===== src/rtl/store_commit_buffer.sv =====
// Committed-store FIFO between commit and the data SRAM port. Stores drain in
// commit order on cycles with no granted load; loads hitting a pending word are held.
module store_commit_buffer #(
    parameter int DEPTH = 8,
    parameter int PTR_W = 3
) (
    input  logic               clk,
    input  logic               resetn,
    input  logic               cm_store_en,
    input  logic [3:0]         cm_store_sel,
    input  logic [31:0]        cm_store_addr,
    input  logic [31:0]        cm_store_wdata,
    input  logic               ld_en,
    input  logic [31:0]        ld_addr,
    output logic               sb_full,
    output logic               sb_empty,
    output logic [PTR_W:0]     sb_count,
    output logic               ld_conflict,
    output logic               sb_overflow,
    output logic               data_sram_en,
    output logic [3:0]         data_sram_wen,
    output logic [31:0]        data_sram_addr,
    output logic [31:0]        data_sram_wdata
);

    localparam logic [PTR_W-1:0] PTR_ONE  = {{(PTR_W-1){1'b0}}, 1'b1};
    localparam logic [PTR_W:0]   CNT_ONE  = {{PTR_W{1'b0}}, 1'b1};
    localparam logic [PTR_W:0]   CNT_FULL = (PTR_W+1)'(DEPTH);

    logic [PTR_W-1:0] wr_ptr_q, wr_ptr_d;
    logic [PTR_W-1:0] rd_ptr_q, rd_ptr_d;
    logic [PTR_W:0]   count_q, count_d;
    logic [DEPTH-1:0] valid_q, valid_d;
    logic [31:0]      addr_q  [DEPTH];
    logic [31:0]      addr_d  [DEPTH];
    logic [3:0]       sel_q   [DEPTH];
    logic [3:0]       sel_d   [DEPTH];
    logic [31:0]      wdata_q [DEPTH];
    logic [31:0]      wdata_d [DEPTH];
    logic             overflow_q, overflow_d;

    logic enq_s, deq_s, ld_grant_s, hit_s;

    assign sb_full     = (count_q == CNT_FULL);
    assign sb_empty    = (count_q == {(PTR_W+1){1'b0}});
    assign sb_count    = count_q;
    assign sb_overflow = overflow_q;

    // Word-address match of the load against pending and committing stores.
    always_comb begin
        hit_s = 1'b0;
        for (int i = 0; i < DEPTH; i++) begin
            if (valid_q[i] && (addr_q[i][31:2] == ld_addr[31:2])) begin
                hit_s = 1'b1;
            end else begin
                hit_s = hit_s;
            end
        end
        ld_conflict = ld_en && (hit_s || (cm_store_en && (cm_store_addr[31:2] == ld_addr[31:2])));
    end

    // SRAM port arbitration; a granted load always wins over the drain.
    always_comb begin
        ld_grant_s      = ld_en && !ld_conflict;
        deq_s           = !ld_grant_s && !sb_empty;
        data_sram_en    = 1'b0;
        data_sram_wen   = 4'b0000;
        data_sram_addr  = 32'h0000_0000;
        data_sram_wdata = 32'h0000_0000;
        if (!resetn) begin
            deq_s = 1'b0;
        end else if (ld_grant_s) begin
            data_sram_en   = 1'b1;
            data_sram_addr = ld_addr;
        end else if (deq_s) begin
            data_sram_en    = 1'b1;
            data_sram_wen   = sel_q[rd_ptr_q];
            data_sram_addr  = addr_q[rd_ptr_q];
            data_sram_wdata = wdata_q[rd_ptr_q];
        end else begin
            data_sram_en = 1'b0;
        end
    end

    // Next-state: fullness is judged on the registered count, so a same-cycle
    // drain never makes room for that cycle's commit.
    always_comb begin
        enq_s      = cm_store_en && !sb_full;
        wr_ptr_d   = wr_ptr_q;
        rd_ptr_d   = rd_ptr_q;
        count_d    = count_q;
        valid_d    = valid_q;
        addr_d     = addr_q;
        sel_d      = sel_q;
        wdata_d    = wdata_q;
        overflow_d = overflow_q || (cm_store_en && sb_full);
        if (deq_s) begin
            valid_d[rd_ptr_q] = 1'b0;
            rd_ptr_d          = rd_ptr_q + PTR_ONE;
        end else begin
            rd_ptr_d = rd_ptr_q;
        end
        if (enq_s) begin
            valid_d[wr_ptr_q] = 1'b1;
            addr_d[wr_ptr_q]  = cm_store_addr;
            sel_d[wr_ptr_q]   = cm_store_sel;
            wdata_d[wr_ptr_q] = cm_store_wdata;
            wr_ptr_d          = wr_ptr_q + PTR_ONE;
        end else begin
            wr_ptr_d = wr_ptr_q;
        end
        case ({enq_s, deq_s})
            2'b10:   count_d = count_q + CNT_ONE;
            2'b01:   count_d = count_q - CNT_ONE;
            default: count_d = count_q;
        endcase
    end

    // State registers.
    always_ff @(posedge clk or negedge resetn) begin
        if (!resetn) begin
            wr_ptr_q   <= {PTR_W{1'b0}};
            rd_ptr_q   <= {PTR_W{1'b0}};
            count_q    <= {(PTR_W+1){1'b0}};
            valid_q    <= {DEPTH{1'b0}};
            overflow_q <= 1'b0;
            for (int i = 0; i < DEPTH; i++) begin
                addr_q[i]  <= 32'h0000_0000;
                sel_q[i]   <= 4'b0000;
                wdata_q[i] <= 32'h0000_0000;
            end
        end else begin
            wr_ptr_q   <= wr_ptr_d;
            rd_ptr_q   <= rd_ptr_d;
            count_q    <= count_d;
            valid_q    <= valid_d;
            overflow_q <= overflow_d;
            addr_q     <= addr_d;
            sel_q      <= sel_d;
            wdata_q    <= wdata_d;
        end
    end

endmodule


===== config.mk =====
export PLATFORM = sky130hd
export DESIGN_NAME = store_commit_buffer
export DESIGN_NICKNAME = d
export VERILOG_FILES = /design/src/rtl/store_commit_buffer.sv
export SDC_FILE = /design/constraint.sdc
export NUM_CORES = 1
export LEC_CHECK = 0
export ABC_CLOCK_PERIOD_IN_PS = 5900
export BUFFER_PORTS_ARGS = -buffer_cell sky130_fd_sc_hd__buf_2
export CORE_ASPECT_RATIO = 0.6
export CORE_MARGIN = 4
export CORE_UTILIZATION = 64
export CTS_CLUSTER_SIZE = 8
export DETAILED_ROUTE_END_ITERATION = 10
export GPL_TIMING_DRIVEN = 0
export PLACE_DENSITY = 0.83
export RECOVER_POWER = 25
export SYNTH_ARGS = -nofsm -noshare
export SYNTH_HDL_FRONTEND = slang
export SYNTH_SLANG_ARGS = --single-unit

===== constraint.sdc =====
create_clock -name clk -period 5.9 [get_ports clk]
set_input_delay 0.885 -clock clk [delete_from_list [all_inputs] [get_ports clk]]
set_output_delay 0.885 -clock clk [all_outputs]
set_load 0.01 [all_outputs]

# Yosys cells after proc, flatten, opt, wreduce, memory -nomap -nowiden
# Cells that the tools add are included.
# op_classes
n_addsub	4
order_cmp	7
eq_ne	12
muxes	44
bitwise	5
n_reduce_logical	25
# ops
op	n
$bwmux 256	2
$mux 32	11
$eq 30x30->1	9
$bmux 32 s3	2
$demux 32 s3	1
$bwmux 32	1
$mux 4	6
$logic_and 1x1->1	17
$mux 8	2
$mux 1	14
$bmux 4 s3	1
$demux 4 s3	1
$and 8x8->8	1
$ge 4x4->1 const B	2
$lt 3x4->1 const B	2
$not 3->4	2
$not 8->8	1
$or 8x8->8	1
$pmux 4 s2	1
$add 3x1->3 const B	2
$demux 1 s3	2
$ge 3x1->1 const B	2
$add 4x1->4 const B	1
$eq 4x4->1 const B	1
other kinds (8)	12
# totals
ff_bits	563
inputBits	104

# Logic depth before layout (Yosys ltp)
# logic_depth
depth_word	20
ltp_mapped	17
ltp_nobuf	14

# Least setup slack after synthesis
# OpenSTA, ideal clock, no wires.
# synth_path
path_type	input-to-reg
startpoint	input ld_addr[16]
endpoint	register count_q[2] (netlist: sb_count[2])
t_arrival_ps	3443
t_required_ps	5771
slack_ps	2328
cell_stages	17
cell_sequence	buf_4 > xor2_1 > nor4_1 > nor4b_2 > a22oi_1 > and4_4 > a31o_4 > buf_6 > buf_12 > inv_2 > ha_1 > xor2_1 > ha_1 > a21oi_1 > xor2_1 > nor2_1 > xor2_1
# synth_via
elab_chain_len	19
word_cells_on_any_way	37
# synth_rtl
element	line	rtl
start: declaration	14	input logic [31:0] ld_addr,
$eq 30x30->1	53	if (valid_q[i] && (addr_q[i][31:2] == ld_addr[31:2])) begin
$logic_and 1x1->1	53	
$mux 1 (8 in series)	53	
$logic_or 1x1->1 *	59	ld_conflict = ld_en && (hit_s || (cm_store_en && (cm_store_addr[31:2] == ld_addr[31:2])));
$logic_and 1x1->1 *	59	
$logic_not 1->1 *	64	ld_grant_s = ld_en && !ld_conflict;
$logic_and 1x1->1 *	64	
$logic_not 1->1 *	65	deq_s = !ld_grant_s && !sb_empty;
$logic_and 1x1->1 *	65	
$mux 1 *	70	if (!resetn) begin
$eq 2x1->1 / $eq 2x2->1 (equally long branches)	112	case ({enq_s, deq_s})
$pmux 4 s2 / $reduce_bool 2->1 (equally long branches)	n/a	
end signal: assignment	124	count_q <= {(PTR_W+1){1'b0}};
end signal: assignment	135	count_q <= count_d;
end: declaration	32	logic [PTR_W:0] count_q, count_d;
# Mark *: on every way between the ends. The rest lies on a longest branch, timed or not.
# A chain may end at the register's enable or synchronous reset.

# Final worst setup path
# layout_path
startpoint	input ld_addr[25]
endpoint	output data_sram_addr[18]
# layout_via
elab_chain_len	19
word_cells_on_any_way	35
# layout_rtl
element	line	rtl
$eq 30x30->1	53	
$logic_and 1x1->1	53	
$mux 1 (8 in series)	53	
$logic_or 1x1->1 *	59	
$logic_and 1x1->1 *	59	
$logic_not 1->1 *	64	
$logic_and 1x1->1 *	64	
$logic_not 1->1	65	
$logic_and 1x1->1	65	
$mux 32	75	end else if (deq_s) begin
$mux 32 *	72	end else if (ld_grant_s) begin
$mux 32 *	70	
end: declaration	22	output logic [31:0] data_sram_addr,
# Marked as above.

==> qor.yml <==
sta:
  finalSetupTns_ps: -783
  slew_headroom: -1.11
  setup_viol: 12
  whs_ps: 305
  max_clock_freq_mhz: 165
  slew_violations: 365
  layout_min_cycle_time_ps: 6080
  worstMarginPinSlew_ps: 3170
  min_period_over_period: 1.03
  finalHoldViolations: 0
  rsz0062_at_grt: "false"
  skew_ps: 30.5
  layout_setup_ws_ps: -178
placement:
  placed_area_mm2: 0.0303
  gp_congestion: 1.10
  dp_hpwl_um: 89500
  dpl.cell_count: 3074
  numPortBuffers: 121
global_routing:
  grt.total_usage: 0.506
  antenna_found_initial: 6
  overflow: 0
  grt_pass1_wl_um: 173000
  grt_start_max_net_pins: 122
  grt_pass1_vias: 23800
logic_synthesis:
  ys_top_cells_by_count: "dfrtp_1 (563), mux2_2 (454), o22ai_1 (272)"
  synth-edff-count: 0
  async_reset_ff_frac: 1.00
  ys_warn_count: 0
  synth_top_cell_area_share: 0.488
  synth_mux_area_frac: 0.233
  synth.distinct_cells: 51
  synthesis.area_mm2: 0.0289
  seq_area_frac_synth: 0.488
  synthTopCellsByArea: "dfrtp_1 (49%), mux2_2 (18%), xnor2_1 (8.1%)"
  yosysMostFrequentCell: "dfrtp_1"
  synthAdderAreaFrac: 0.00217
  yosysTopAreaCell: "dfrtp_1"
  syn_area_per_cell_um2: 12.2
  synth-seq-cells: 563
  synthesis.nets: 2479
  synthesis.instances: 2370
  synth_compound_area_frac: 0.0654
  synth_top_family_by_area: "multiplexers"
  synth_xor_area_frac: 0.0850
  synth_flop_cell: "dfrtp_1"
  synth_simple_gate_area_frac: 0.0878
power:
  power_frac_comb: 0.441
  leakagePower_nw: 13.6
  total_power_mw: 21.2
  internal_power_mw: 12.0
  switchingPower_mw: 9.20
  pwr-share-seq: 0.360
  switching_share: 0.433
  power_density_mw_per_mm2: 655
  ir_drop_mv: 0.363
  clkPwrFrac: 0.198
drt:
  initialDrtViolationCount: 4590
  vias: 24600
  drc_errors: 0
  wl_per_cell_um: 39.6
  wl_um: 125000
  routed_via_density: 7.76
  firstDrtPassIters: 10
  ant_nets: 0
worst_setup_path:
  crit_required_ps: 5020
  start_kind: "input port"
  critical_path_arrival_ps: 5190
  cpLargestDelayFamily: "simple AND/OR/NAND/NOR gates"
  path_buf_inv: 4
  worst-path-max-fanout: 10
  cp_slowest_stage_delay_ps: 760
  crit_cells: 11
  slowest_stage: "xnor2_1"
  r2r-start: "addr_q[89]"
  setup.worst_path.start: "ld_addr[25]"
  reg2reg_depth: 16
  end_kind: "primary output"
  path_cells: "buf_4, xnor2_1, nand4_1, nor4_1, a22oi_1, and3_1, and3_4, buf_6, buf_6, mux2i_1, buf_2"
  cpMostUsedCell: "buf_6"
  crit_type: "input port to primary output"
finish:
  design_area_mm2: 0.0324
  n_fill_cell: 2665
  layout-drive-gt1-share: 0.336
  layout.nets: 2686
  layoutNonFillerInstCount: 3169
  syn_to_final_growth_pct: 12.3
die:
  placementRows: 59
  start_util: 0.657
  die_area_mm2: 0.0487
  core_mm2: 0.0439
  io_pins: 181
  die_h_um: 172
  die_w_um: 282
job:
  maxCapViolations: 4
clock_network:
  hold_buffers: 0
  cts_sinks: 563
  htree_levels: 3
  cts_buffers: 80
  cts_root_buffer: "clkbuf_16"
  clk_latency_ps: 620
  path_clk_slew_ps: 40
  cts.path.max_buffers: 3
  cts_tree: "built"
  post_cts_buffers: 0
status:
  status: "finished, violations left"
  violations: "capacitance limit, slew limit, setup timing"
min_path:
  worstHoldPathType: "input port to async pin"
-- layer usage --
| layer | track usage | vias to the layer above | wire, um |
|---|---|---|---|
| li1 | - | 9088 | - |
| met1 | 0.674 | 12200 | 47100 |
| met2 | 0.648 | 2632 | 46700 |
| met3 | 0.338 | 671 | 24700 |
| met4 | 0.193 | 12 | 6620 |
| met5 | 0 | - | 161 |
-- cell usage in the layout, fill, tap and decap left out, types with 19 or more instances in the layout --
| cell | synthesis | routed |
|---|---|---|
| o22ai_1 | 272 | 272 |
| mux2_4 | 68 | 68 |
| or4_1 | 37 | 37 |
| nor3_1 | 34 | 34 |
| nor2_4 | 19 | 19 |
| clkbuf_1 | 72 | 72 |
| nor4_1 | 35 | 34 |
| mux2_2 | 454 | 454 |
| nor2_1 | 59 | 59 |
| xnor2_1 | 266 | 266 |
| buf_2 | 59 | 179 |
| buf_1 | 24 | 24 |
| buf_6 | 19 | 19 |
| nand2_1 | 85 | 85 |
| mux2i_1 | 31 | 31 |
| dfrtp_1 | 563 | 563 |
| mux2_1 | 25 | 25 |
| nand4_1 | 123 | 123 |
| buf_4 | 22 | 22 |
| clkbuf_16 | 0 | 81 |
-- power by group through the flow --
stage,registers [mW],logic (mW),clock network (mW)
finish,7.65,9.37,4.21
global route,7.72,9.45,4.30
CTS,7.50,8.73,4.15
detailed placement,7.46,8.57,0
global placement,7.25,8.31,0
floorplan,6.90,5.59,0
-- timing repair --
action                                  in CTS  in global routing
endpoints found under the setup margin       0                  2
gates resized for setup                      0                  1
endpoints found under the hold margin        0                  0
-- stage by stage --
stage / utilization / setup slack, ps
after CTS: 0.739 / 301
after detailed placement: 0.690 / 335
final: 0.738 / -178
after global placement: 0.687 / -7370
after global routing: 0.738 / 102
after floorplan: - / 2330
-- kinds of logic (layout without fill, tap and decap cells) --
kind of cell | count (synthesis) | count (layout)
DFF | 563 | 563
muxes | 578 | 578
and+or+nand+nor | 441 | 441
buffers and inverters | 208 | 421
AOI/OAI and AO/OA | 295 | 295
xor gates and xnor gates | 280 | 280
adders and majority gates | 5 | 5
other | 0 | 7
-- sequential cells by signal (all words and copies together) (netlist names) --
register     count
addr_q         256
wdata_q        256
sel_q           32
valid_q          8
sb_count         4
rd_ptr_q         3
wr_ptr_q         3
sb_overflow      1
-- area by class of cell --
class                   instances  area (um^2)  area share
flip-flops and latches        563        14100       0.435
multi-input cells            1599        13700       0.421
clock buffers                  81         2030      0.0625
plain buffers                 199         1080      0.0333
well taps                     579          724      0.0223
repair buffers                125          658      0.0203
clock inverters                 7          129     0.00397
inverters                       9         33.8     0.00104
diodes                          7         17.5    0.000540
-- worst paths after layout --
check | slack [ps] | to
hold / removal | 300 | addr_q[94]
max in group asynchronous | 1950 | wdata_q[22]
min in group clk | 490 | sb_overflow
hold reg to reg | 490 | sb_overflow
setup reg to reg | 510 | sb_count[2]
setup / recovery | -180 | data_sram_addr[18]
Power figures use the tool's default switching activity.
